`config.mk`:
```
export PLATFORM = sky130hd
export DESIGN_NAME = mem3_result_streamer
export DESIGN_NICKNAME = d
export VERILOG_FILES = /design/src/rtl/mem3_result_streamer.sv
export SDC_FILE = /design/constraint.sdc
export NUM_CORES = 1
export LEC_CHECK = 0
export CAP_MARGIN = 10
export CELL_PAD_IN_SITES_DETAIL_PLACEMENT = 0
export CELL_PAD_IN_SITES_GLOBAL_PLACEMENT = 1
export CORE_AREA = 4 4 87 121
export CTS_CLUSTER_SIZE = 10
export DETAILED_ROUTE_END_ITERATION = 12
export DIE_AREA = 0 0 91 125
export GPL_TIMING_DRIVEN = 0
export PLACE_DENSITY = 0.92
export SKIP_LAST_GASP = 1
export SYNTH_ARGS = -nofsm -noshare
export SYNTH_HDL_FRONTEND = slang
export SYNTH_SLANG_ARGS = --single-unit
export TNS_END_PERCENT = 100
```
`constraint.sdc`:
```
create_clock -name clk -period 5.6 [get_ports clk]
set_clock_uncertainty 0.1 [all_clocks]
set_input_delay 0.84 -clock clk [delete_from_list [all_inputs] [get_ports clk]]
set_output_delay 0.84 -clock clk [all_outputs]
set_load 0.05 [all_outputs]
```
`src/rtl/mem3_result_streamer.sv`:
```
// rtl/mem3_result_streamer.sv - streams a run of mem3 result words onto a valid/ready output
//
// Purpose: on a start pulse, reads word_count words from mem3 starting at base_addr
// (addresses wrap modulo MEM_SIZE; 1-cycle read latency). The words are buffered
// in a 2-entry FIFO and presented on a valid/ready stream, with out_last marking
// the final word. done pulses for one cycle when the run has fully drained.
//
// Ports:
//   clk, rst_n      clock, asynchronous active-low reset
//   start_drain     1-cycle start pulse, honoured only when idle
//   base_addr       first mem3 address (sampled with start_drain)
//   word_count      number of words, 0..MEM_SIZE (sampled with start_drain)
//   read_en         mem3 read enable
//   read_address    mem3 read address
//   mem_data        mem3 read data, valid the cycle after read_en
//   out_valid       out_data/out_last hold a word
//   out_ready       consumer accepts the word when out_valid is high
//   out_data        streamed word
//   out_last        final word of the run
//   busy            run in progress
//   done            1-cycle end-of-run pulse
module mem3_result_streamer #(
  parameter int DATA_WIDTH = 32,
  parameter int ADDR_WIDTH = 5,
  parameter int MEM_SIZE   = 32,
  parameter int FIFO_DEPTH = 2
) (
  input  logic                  clk,
  input  logic                  rst_n,
  input  logic                  start_drain,
  input  logic [ADDR_WIDTH-1:0] base_addr,
  input  logic [ADDR_WIDTH:0]   word_count,
  output logic                  read_en,
  output logic [ADDR_WIDTH-1:0] read_address,
  input  logic [DATA_WIDTH-1:0] mem_data,
  output logic                  out_valid,
  input  logic                  out_ready,
  output logic [DATA_WIDTH-1:0] out_data,
  output logic                  out_last,
  output logic                  busy,
  output logic                  done
);

  typedef enum logic [1:0] {S_IDLE, S_ISSUE, S_FLUSH, S_DONE} state_t;

  localparam logic [ADDR_WIDTH-1:0] LAST_ADDR = ADDR_WIDTH'(MEM_SIZE - 1);
  localparam logic [ADDR_WIDTH-1:0] ADDR_ONE  = ADDR_WIDTH'(1);
  localparam logic [ADDR_WIDTH:0]   CNT_ONE   = (ADDR_WIDTH + 1)'(1);
  localparam logic [2:0]            FIFO_CAP  = 3'(FIFO_DEPTH);

  state_t                r_state;
  state_t                w_state_next;
  logic [ADDR_WIDTH-1:0] r_addr;
  logic [ADDR_WIDTH:0]   r_remaining;
  logic                  r_inflight;
  logic                  r_inflight_last;
  logic [DATA_WIDTH-1:0] r_fifo_data [FIFO_DEPTH];
  logic                  r_fifo_last [FIFO_DEPTH];
  logic                  r_wr_ptr;
  logic                  r_rd_ptr;
  logic [1:0]            r_count;

  logic                  w_push;
  logic                  w_pop;
  logic [2:0]            w_occ;
  logic [1:0]            w_count_next;
  logic                  w_final_read;

  assign out_valid    = (r_count != 2'd0);
  assign out_data     = r_fifo_data[r_rd_ptr];
  assign out_last     = r_fifo_last[r_rd_ptr];
  assign read_address = r_addr;

  // A read in flight always lands in the FIFO on the next edge, so it counts
  // against capacity; a word leaving this cycle frees its slot immediately.
  assign w_push       = r_inflight;
  assign w_pop        = out_valid & out_ready;
  assign w_occ        = {1'b0, r_count} + {2'b00, r_inflight} - {2'b00, w_pop};
  assign w_count_next = r_count + {1'b0, w_push} - {1'b0, w_pop};
  assign w_final_read = read_en && (r_remaining == CNT_ONE);

  always_comb begin
    w_state_next = r_state;
    read_en      = 1'b0;
    busy         = 1'b0;
    done         = 1'b0;
    case (r_state)
      S_IDLE: begin
        if (start_drain) begin
          w_state_next = (word_count == '0) ? S_DONE : S_ISSUE;
        end
      end
      S_ISSUE: begin
        busy    = 1'b1;
        read_en = (r_remaining != '0) && (w_occ < FIFO_CAP);
        if (read_en && (r_remaining == CNT_ONE)) begin
          w_state_next = S_FLUSH;
        end
      end
      S_FLUSH: begin
        busy = 1'b1;
        // No reads are issued here, so an empty FIFO next cycle also means
        // nothing is left in flight.
        if (w_count_next == 2'd0) begin
          w_state_next = S_DONE;
        end
      end
      S_DONE: begin
        done         = 1'b1;
        w_state_next = S_IDLE;
      end
      default: w_state_next = S_IDLE;
    endcase
  end

  always_ff @(posedge clk or negedge rst_n) begin
    if (!rst_n) begin
      r_state         <= S_IDLE;
      r_addr          <= '0;
      r_remaining     <= '0;
      r_inflight      <= 1'b0;
      r_inflight_last <= 1'b0;
      r_wr_ptr        <= 1'b0;
      r_rd_ptr        <= 1'b0;
      r_count         <= 2'd0;
      for (int i = 0; i < FIFO_DEPTH; i++) begin
        r_fifo_data[i] <= '0;
        r_fifo_last[i] <= 1'b0;
      end
    end else begin
      r_state <= w_state_next;
      if ((r_state == S_IDLE) && start_drain) begin
        r_addr      <= base_addr;
        r_remaining <= word_count;
      end else if (read_en) begin
        r_addr      <= (r_addr == LAST_ADDR) ? '0 : r_addr + ADDR_ONE;
        r_remaining <= r_remaining - CNT_ONE;
      end
      r_inflight      <= read_en;
      r_inflight_last <= w_final_read;
      if (w_push) begin
        r_fifo_data[r_wr_ptr] <= mem_data;
        r_fifo_last[r_wr_ptr] <= r_inflight_last;
        r_wr_ptr              <= ~r_wr_ptr;
      end
      if (w_pop) begin
        r_rd_ptr <= ~r_rd_ptr;
      end
      r_count <= w_count_next;
    end
  end

endmodule
```
After elaboration in Yosys (flattened, before gate mapping) --
Cells that the tools add are included.
Word-level totals: register bits 85, bits of input ports 47, output and inout bits 42
Operators by class: equality and inequality tests 8, $lt $le $gt $ge 4, bitwise logic cells 5, multiplexer cells 25, add/sub/neg operators 6, reductions and logical operators 13
Operator list (number):
- $mux 32 | 4
- $bwmux 64 | 1
- $demux 32 s1 | 1
- $mux 5 | 3
- $mux 6 | 2
- $mux 2 | 4
- $pmux 2 s4 | 1
- $mux 1 | 7
- $eq 6x1->1 const B | 1
- $logic_not 6->1 | 1
- $ne 2x2->1 const B | 3
- $reduce_bool 6->1 | 1
- $sub 6x1->6 const B | 1
- $add 5x1->5 const B | 1
- $eq 5x5->1 const B | 1
- $logic_and 1x1->1 | 5
- $eq 2x2->1 const B | 2
- $ge 2x2->1 const B | 2
- $logic_not 2->1 | 2
- $not 1->2 | 2
- $reduce_bool 2->1 | 2
- $add 2x1->3 | 1
- $lt 3x2->1 const B | 1
- $reduce_and 3->1 | 1
- other kinds (10) | 11

Logic depth before layout (Yosys ltp) --
depth in word-level cells 8, depth in mapped cells 12

Least setup slack after synthesis --
Ideal clock, no wire load.
kind reg2out, start point reg r_count[1], end point out read_en, path slack 1834 ps, required time 4660 ps, path buffers 0, data arrival time 2826 ps, cell stages (with the launch flop) 11, cell sequence dfrtp_1 -> inv_1 -> nand2_1 -> and2_1 -> ha_1 -> inv_1 -> ha_1 -> fa_1 -> xnor2_1 -> a211o_1 -> clkinv_1
Between the ends: cells in the longest elaborated chain, start to end 6, elaborated cells on any way between the ends 7
Ends and longest elaborated chain:
- start, declared | RTL line 61 | logic [1:0] r_count;
- start signal, assigned | RTL line 149 | r_count <= w_count_next;
- $reduce_bool 2->1 | RTL line 69 | assign out_valid = (r_count != 2'd0);
- net out_valid | RTL line 36 | output logic out_valid,
- $and 1x1->1 | RTL line 77 | assign w_pop = out_valid & out_ready;
- net w_pop | RTL line 64 | logic w_pop;
- $sub 3x1->3 | RTL line 78 | assign w_occ = {1'b0, r_count} + {2'b00, r_inflight} - {2'b00, w_pop};
- $lt 3x2->1 | RTL line 95 | read_en = (r_remaining != '0) && (w_occ < FIFO_CAP);
- $logic_and 1x1->1 | RTL line 95
- $mux 1 | RTL line 87 | case (r_state)
- end, declared | RTL line 33 | output logic read_en,
The timed path passes the listed nets, and every way through them passes these cells.

Final worst setup path --
start point in out_ready, end point out read_en
Between the ends: cells in the longest elaborated chain, start to end 5
Ends and longest elaborated chain:
- start, declared | RTL line 37 | input logic out_ready,
- $and 1x1->1 | RTL line 77
- net w_pop | RTL line 64
- $sub 3x1->3 | RTL line 78
- $lt 3x2->1 | RTL line 95
- $logic_and 1x1->1 | RTL line 95
- $mux 1 | RTL line 87
The timed path passes the listed nets, and every way through them passes these cells.

==> reports/metrics.cfg <==
[critical_path]
crit_type = in2out
cp-start-kind = input port
slowest_delay_ps = 790
cp_cell_sequence = clkdlybuf4s50_1, and2_1, ha_1, inv_1, ha_1, fa_1, xnor2_1, a211o_1, clkinv_1, clkdlybuf4s50_1
critPathLaunch = out_ready
end_kind = output pin
critPathRequiredTime_ps = 4660
crit-reg2reg-launch = r_count[1]$_DFF_PN0_
slowest_stage = clkdlybuf4s50_1
cp_max_fo = 8
arrival_ps = 3970

[timing]
period_needed_ps = 4910
timing.fmax_mhz = 204
hold_viol = 0
slew_violations = 0
setup_tns_ps = 0
finalSetupViolations = 0
min_period_over_period_pct = 87.7
rsz0062_at_grt = no
tightest_slew_ps = 660
timing.final.ws_setup_ps = 689
relSlewSlack_pct = 56.0

[place]
place_ws_ps = 672
gp_congestion = 0.766
hpwl_mm = 6.12
port_buffers = 88
placedCellCount = 500

[cts]
insertion_delay_ps = 330
clockBufferDepth = 2
ctsResizeCount = 0
holdBufCountCts = 0
cts_setup_buffers = 0
clock-sinks = 85
cts.reportedPaths.clkPinSlew_ps = 60
htree_num_levels = 3
cts_made_buffers = 9
clockRootBuffer = clkbuf_16
cts_tree = yes

[synthesis]
syn_avg_cell_area_um2 = 13.2
ys_seq_elements = 85
yosys.area.top_type = dfrtp_1
synth.top_cell.area_share_pct = 53.6
netlist_area_um2 = 3970
syn_nets = 360
synth-seq-area-share_pct = 53.6
synth.area.top_cells = dfrtp_1, mux2_2, ha_1, nand2_1, a31oi_1
synth_warnings = 0
synth_cell_types = 38
syn_inst = 301

[global_route]
grt_max_degree = 45
grt_pass1_vias = 2952
gr-total-overflow = 0
grt_pass1_wl_mm = 14.0
antenna_found_initial = 0
grt_usage_pct = 15.3

[final_layout]
nFillCells = 819
num_antenna_cells = 0
drive_above_1_share_pct = 29.1
fin_nets = 460
final_common_cell = mux2_2
fin_cells = 516
layout_common_cells = mux2_2, clkdlybuf4s50_1, dfrtp_1, nand2_1
synthToLayoutAreaGrowth_pct = 33.4

[detailed_routing]
via_count = 2690
routed_wl_mm = 8.32
drt_first_pass_iters = 4
vias_per_cell = 5.21
dr.first_iter.drc_count = 43
drcViolationCount = 0
wl_per_cell_um = 16.1
antenna_left = 0

[status]
status = complete, no violations

[floorplanning]
ioPinCount = 89
fp.dieW_um = 91
start_util_pct = 42.0
rows = 42
dieArea_um2 = 11400
core_um2 = 9460
die_h_um = 125

[job]
drv_cap = 0

[min_path]
min_path_type = in2async

==> path summary, 6_finish.rpt <==
| kind | end | slack (ps) | cells past startpoint |
|---|---|---|---|
| min in group clk | r_wr_ptr$_DFFE_PN0P_ | 390 | 1 |
| max in group asynchronous | r_fifo_data[16]$_DFFE_PN0P_ | 4390 | 2 |
| max | read_en | 690 | 10 |
| max reg2reg | read_address[3]$_DFFE_PN0P_ | 2460 | 12 |
| min | read_address[1]$_DFFE_PN0P_ | 390 | 1 |
| min reg2reg | r_wr_ptr$_DFFE_PN0P_ | 390 | 1 |
==> layer usage <==
metal | part of all wire [%] | wire (µm) | track usage [%] | up-vias
met5 | 0 | 0 | 0 | -
met4 | 1.6 | 137 | 6.13 | 0
met3 | 5.0 | 412 | 3.43 | 11
met2 | 52 | 4350 | 26.9 | 68
met1 | 41 | 3420 | 17.9 | 1341
li1 | - | - | - | 1270
==> critical path: cells and delay by family <==
kind,cells,cell delay [ps]
AO/OA/AOI/OAI,1,280
buffers and inverters,4,1520
XOR/XNOR,1,330
AND/OR/NAND/NOR,1,170
adder cells (fa/ha/maj),3,840
==> layout make-up <==
cell class	instances	area, µm²	share of cell area [%]
Timing Repair Buffer	89	898	17.0
Clock buffer	16	292	5.50
Inverter	12	45.0	0.850
Buffer	14	52.6	0.992
Sequential cell	85	2130	40.2
Multi-Input combinational cell	190	1740	32.9
Tap cell	110	138	2.60
==> through the flow <==
step | area [µm²] | utilization, % | hold WS (ps)
after floorplan | 3970 | - | 363
after global placement | 4990 | 52.7 | 378
after detailed placement | 5000 | 52.9 | 384
after CTS | 5300 | 56.0 | 394
after global routing | 5300 | 56.0 | 414
final | 5300 | 56.0 | 393
==> cells in the mapped netlist <==
master,count
nor4b_1,1
or3b_2,1
dfrtp_1,85
o211ai_1,1
ha_1,11
nor4_1,1
a211o_1,1
nand2_1,13
nor2b_1,2
buf_1,7
or4_1,2
mux2i_1,2
a21oi_1,1
nand3b_1,1
o21a_1,1
nand3_1,6
clkbuf_1,7
or2_2,1
nor3_1,4
a211oi_1,1
and2_1,2
clkinv_1,1
o311ai_0,1
or3_1,2
and3_1,2
nand2b_1,2
nand4_1,1
or4_4,1
mux2_2,99
a31oi_1,7
fa_1,1
o41ai_2,1
o41ai_1,1
xnor2_1,3
nor2_1,10
inv_1,11
o21ai_0,5
xor2_1,2
==> sequential cells by signal, summed over array words and instances (netlist names) <==
| name | count |
|---|---|
| r_inflight | 1 |
| r_remaining | 6 |
| r_wr_ptr | 1 |
| r_count | 2 |
| r_state | 2 |
| r_inflight_last | 1 |
| read_address | 5 |
| r_fifo_data | 64 |
| r_fifo_last | 2 |
| r_rd_ptr | 1 |
==> cell families (layout without fill, tap and decap cells) <==
kind of cell | count (synthesis) | count (layout) | share of synthesized area [%]
AOI/OAI and AO/OA | 20 | 20 | 3.50
xor gates and xnor gates | 5 | 5 | 1.10
adders and majority gates | 12 | 12 | 3.97
buffers and inverters | 26 | 131 | 2.46
DFF | 85 | 85 | 53.6
muxes | 101 | 101 | 28.6
and+or+nand+nor | 52 | 52 | 6.78
Power is not shown: default switching activity piles up to over one toggle a cycle in this logic, so the estimate is an artifact.
